===== config.mk =====
export PLATFORM = sky130hd
export DESIGN_NAME = plc_serializer
export DESIGN_NICKNAME = d
export VERILOG_FILES = /design/src/rtl/plc_serializer.sv
export SDC_FILE = /design/constraint.sdc
export NUM_CORES = 1
export LEC_CHECK = 0
export ABC_AREA = 1
export BUFFER_PORTS_ARGS = -buffer_cell sky130_fd_sc_hd__buf_2
export CAP_MARGIN = 20
export CORE_UTILIZATION = 35
export DETAILED_ROUTE_END_ITERATION = 16
export PLACE_DENSITY = 0.62
export SYNTH_ARGS = -nofsm -noshare
export SYNTH_HDL_FRONTEND = slang
export SYNTH_SLANG_ARGS = --single-unit

===== constraint.sdc =====
create_clock -name i_clk -period 3 [get_ports i_clk]
set_input_delay 0.45 -clock i_clk [delete_from_list [all_inputs] [get_ports i_clk]]
set_output_delay 0.45 -clock i_clk [all_outputs]
set_load 0.02 [all_outputs]

===== src/rtl/plc_serializer.sv =====
// plc_serializer: takes a WIDTH-bit word over valid/ready, emits a one-cycle piso_start
// strobe and then the word LSB-first on o_ser_out. Optional holding buffer: PLC_SERIALIZER_HOLDBUF_EN.
module plc_serializer #(
   parameter int WIDTH = 8
) (
   input  logic             i_clk,
   input  logic             i_rst,
   input  logic             i_in_valid,
   input  logic [WIDTH-1:0] i_in_data,
   output logic             o_in_ready,
   output logic             o_piso_start,
   output logic             o_ser_out,
   output logic             o_busy,
   output logic             o_frame_done
);

   localparam int            CW       = (WIDTH > 1) ? $clog2(WIDTH) : 1;
   localparam logic [CW-1:0] LAST_BIT = CW'(WIDTH - 1);

   typedef enum logic [1:0] {
      ST_IDLE  = 2'd0,
      ST_START = 2'd1,
      ST_SHIFT = 2'd2
   } state_t;

   state_t           r_state;
   state_t           w_state_nxt;
   logic [WIDTH-1:0] r_shift;
   logic [WIDTH-1:0] w_shift_nxt;
   logic [CW-1:0]    r_cnt;
   logic [CW-1:0]    w_cnt_nxt;
   logic             w_accept;
   logic             w_last;
`ifdef PLC_SERIALIZER_HOLDBUF_EN
   logic [WIDTH-1:0] r_buf;
   logic [WIDTH-1:0] w_buf_nxt;
   logic             r_buf_full;
   logic             w_buf_full_nxt;
`endif

   assign w_last   = (r_state == ST_SHIFT) && (r_cnt == LAST_BIT);
   assign w_accept = i_in_valid && o_in_ready;

   // Output decode; every output depends on registered state only
   always_comb begin
      o_piso_start = (r_state == ST_START);
      o_busy       = (r_state != ST_IDLE);
      o_frame_done = w_last;
      o_ser_out    = 1'b0;
      if (r_state == ST_SHIFT) begin
         o_ser_out = r_shift[0];
      end else begin
         o_ser_out = 1'b0;
      end
`ifdef PLC_SERIALIZER_HOLDBUF_EN
      o_in_ready = (r_state == ST_IDLE) || !r_buf_full;
`else
      o_in_ready = (r_state == ST_IDLE);
`endif
   end

   // Next-state, shift register, bit counter and holding buffer
   always_comb begin
      w_state_nxt = r_state;
      w_shift_nxt = r_shift;
      w_cnt_nxt   = r_cnt;
`ifdef PLC_SERIALIZER_HOLDBUF_EN
      w_buf_nxt      = r_buf;
      w_buf_full_nxt = r_buf_full;
      // A word arriving mid-frame parks in the buffer; on the last bit it goes straight to START
      if (w_accept && (r_state != ST_IDLE) && !w_last) begin
         w_buf_nxt      = i_in_data;
         w_buf_full_nxt = 1'b1;
      end else begin
         w_buf_full_nxt = r_buf_full;
      end
`endif
      case (r_state)
         ST_IDLE: begin
            if (w_accept) begin
               w_state_nxt = ST_START;
               w_shift_nxt = i_in_data;
            end else begin
               w_state_nxt = ST_IDLE;
            end
         end
         ST_START: begin
            w_state_nxt = ST_SHIFT;
            w_cnt_nxt   = {CW{1'b0}};
         end
         ST_SHIFT: begin
            w_shift_nxt = r_shift >> 1;
            if (w_last) begin
`ifdef PLC_SERIALIZER_HOLDBUF_EN
               if (r_buf_full) begin
                  w_state_nxt    = ST_START;
                  w_shift_nxt    = r_buf;
                  w_buf_full_nxt = 1'b0;
               end else if (w_accept) begin
                  w_state_nxt = ST_START;
                  w_shift_nxt = i_in_data;
               end else begin
                  w_state_nxt = ST_IDLE;
               end
`else
               w_state_nxt = ST_IDLE;
`endif
            end else begin
               w_cnt_nxt = r_cnt + CW'(1);
            end
         end
         default: begin
            w_state_nxt = ST_IDLE;
         end
      endcase
   end

   // State, shift register and counter; reset aborts any frame in flight
   always_ff @(posedge i_clk) begin
      if (i_rst) begin
         r_state <= ST_IDLE;
         r_shift <= {WIDTH{1'b0}};
         r_cnt   <= {CW{1'b0}};
      end else begin
         r_state <= w_state_nxt;
         r_shift <= w_shift_nxt;
         r_cnt   <= w_cnt_nxt;
      end
   end

`ifdef PLC_SERIALIZER_HOLDBUF_EN
   // Holding buffer register
   always_ff @(posedge i_clk) begin
      if (i_rst) begin
         r_buf      <= {WIDTH{1'b0}};
         r_buf_full <= 1'b0;
      end else begin
         r_buf      <= w_buf_nxt;
         r_buf_full <= w_buf_full_nxt;
      end
   end
`endif

endmodule


==> flow_summary.ini <==
[status]
status = completed

[synth]
ys_ff_latch = 13
avgSynthCellArea_sq_um = 6.340
yosysSeqAreaShare_pct = 39.47
ys.warnings.count = 0
netlist_area_sq_um = 659.4
yosysUniqueCellTypes = 14
syn_inst = 104
synth_nets = 117

[grt]
antenna_found_initial = 0
grt_use_total_pct = 12.41
grt_pass1_wl_mm = 1.863
gr-total-overflow = 0
grt_pass1_vias = 468
grt_max_degree = 16

[place]
placed_area_sq_um = 754.5
place_congestion = 0.7378
hpwl_microns = 907
io_buffers = 15
dp.cells = 143

[clock_tree]
ctsHoldBuffers = 0
cts_tree = built
cts_resized = 0
cts.sinks = 13
cts_root_buf = clkbuf_4
cts_buffer_depth = 2
path_clk_slew_ps = 80
postCtsSetupBuffers = 0
htree_num_levels = 1
clkLatencyLatePin_ps = 270
cts_buffers = 3

[floorplanning]
die_w_microns = 45.41
initial_core_util_pct = 37.78
io-pin-count = 16
rows = 15
core_area_sq_um = 1745
die_y_microns = 45.41
dieArea_sq_um = 2062

[timing]
clock_skew_ps = 3.115
tns_ps = 0
maxSlewHeadroom_pct = 62.16
rsz0062_at_grt = no
slew_violations = 0
fmax_mhz = 587.9
setup_viol = 0
min_period_over_period_pct = 56.70
period_minus_slack_ps = 1701
worstMarginPinSlew_ps = 567.6
hold_viol = 0

[hold_path]
hold_depth = 3
hold_path.class = primary input to flip-flop
holdPathEnd = r_shift[7]
hold_start = i_in_data[7]

[cells_and_area]
n_antenna_cell = 0
multi_input_area_sq_um = 335.3
area_growth_pct = 18.41
num-nets-final = 136
fin_area_sq_um = 780.7
final_common_cell = nand2_1
final_util_pct = 44.73
fin_cells = 147
mostFrequentLayoutCells = 43 x nand2_1, 17 x nor2_1, 15 x buf_2, 13 x dfxtp_1, 11 x inv_1
regArea_sq_um = 260.3
fillCellCount = 189
drive_gt1_share_pct = 21.31

[detailed_routing]
wl_per_cell_microns = 8.340
drt_pass1_iterations = 2
vias = 613
vias_per_cell = 4.170
routed_wl_mm = 1.226
antenna_left = 0
drc = 0
drtIter0Drc = 10

[setup_path]
startpoint_type = flip-flop
r2r_cells = 6
worstPathArrival_ps = 1250
timing.rr.start = r_cnt[0]
worstSetupPathType = flip-flop to output port
rr_endpoint = r_cnt[0]
ff2ff_setup_slack_ps = 1740
end_kind = output port
worstPathRequired_ps = 2550
critPathMaxFanout = 2

[flow_run]
cap_viol_max_count = 0

[pwr]
powerDensity_nw_per_um2 = 487.0
fin_total_pwr_w = 0.0003802
vdd.ir_drop.worst_v = 0.0002103
leakagePower_nw = 0.4202
[report_power, final]
group          total (W)  internal [W]  switching (W)
clock network   0.000110     0.0000515      0.0000587
registers       0.000195      0.000186     0.00000815
logic          0.0000754     0.0000279      0.0000475
total           0.000380      0.000266       0.000114
[state kept, by name, indices dropped and copies added (netlist names)]
register and cells:
r_state 2, r_cnt 3, r_shift 8
[metrics by stage]
stage / setup slack [ps] / hold slack [ps]
floorplan: 1590 / 447.1
global placement: 1611 / 469.6
detailed placement: 1594 / 467.2
CTS: 1288 / 359.9
global route: 1206 / 373.2
finish: 1299 / 358.8
[critical path, cell delays in order, from the launching register on]
cell	delay (ps)
dfxtp_1	320
ha_1	190
ha_1	200
inv_1	70
nor2_1	40
buf_2	160
[routing by layer]
metal  part of all wire, %  global-route usage, %  vias up
li1                      -                      -      345
met1                    50                  16.95      255
met2                    45                  18.57        9
met3                   3.2                  2.381        4
met4                   1.5                  6.061        0
met5                     0                      0        -
[synthesized netlist by cell type]
| master | n | share of area [%] |
|---|---|---|
| inv_2 | 2 | 1.1 |
| o21ai_2 | 1 | 1.3 |
| a21oi_1 | 4 | 3.0 |
| dfxtp_1 | 13 | 39 |
| nor2_4 | 1 | 1.7 |
| buf_6 | 1 | 1.7 |
| clkinv_1 | 1 | 0.57 |
| inv_1 | 11 | 6.3 |
| nand2_1 | 43 | 24 |
| nor2_2 | 3 | 2.8 |
| nand2_2 | 1 | 0.95 |
| ha_1 | 2 | 3.8 |
| nand3_1 | 4 | 3.0 |
| nor2_1 | 17 | 9.7 |
[kinds of logic (layout without fill, tap and decap cells)]
kind of cell	after synthesis	after routing	synth area share [%]
fa+ha+maj	2	2	3.794
simple gates	69	69	42.69
flops	13	13	39.47
buf+inv	15	33	9.677
compound gates	5	5	4.365
[area by class of cell]
type | instances | share of cell area, %
well taps | 25 | 4.006
flip-flops and latches | 13 | 33.33
clock buffers | 4 | 3.365
multi-input cells | 76 | 42.95
repair buffers | 15 | 9.615
inverters | 14 | 6.731
[how the worst max path moves through the flow]
stage               startpoint      endpoint  slack [ps]  depth (start not counted)
floorplan             r_cnt[0]  o_frame_done        1590                          4
global placement      r_cnt[0]  o_frame_done        1610                          5
detailed placement    r_cnt[0]  o_frame_done        1590                          5
CTS                   r_cnt[0]  o_frame_done        1290                          5
global route          r_cnt[1]  o_frame_done        1210                          5
finish                r_cnt[0]  o_frame_done        1300                          5
(Power assumes the default switching activity.)
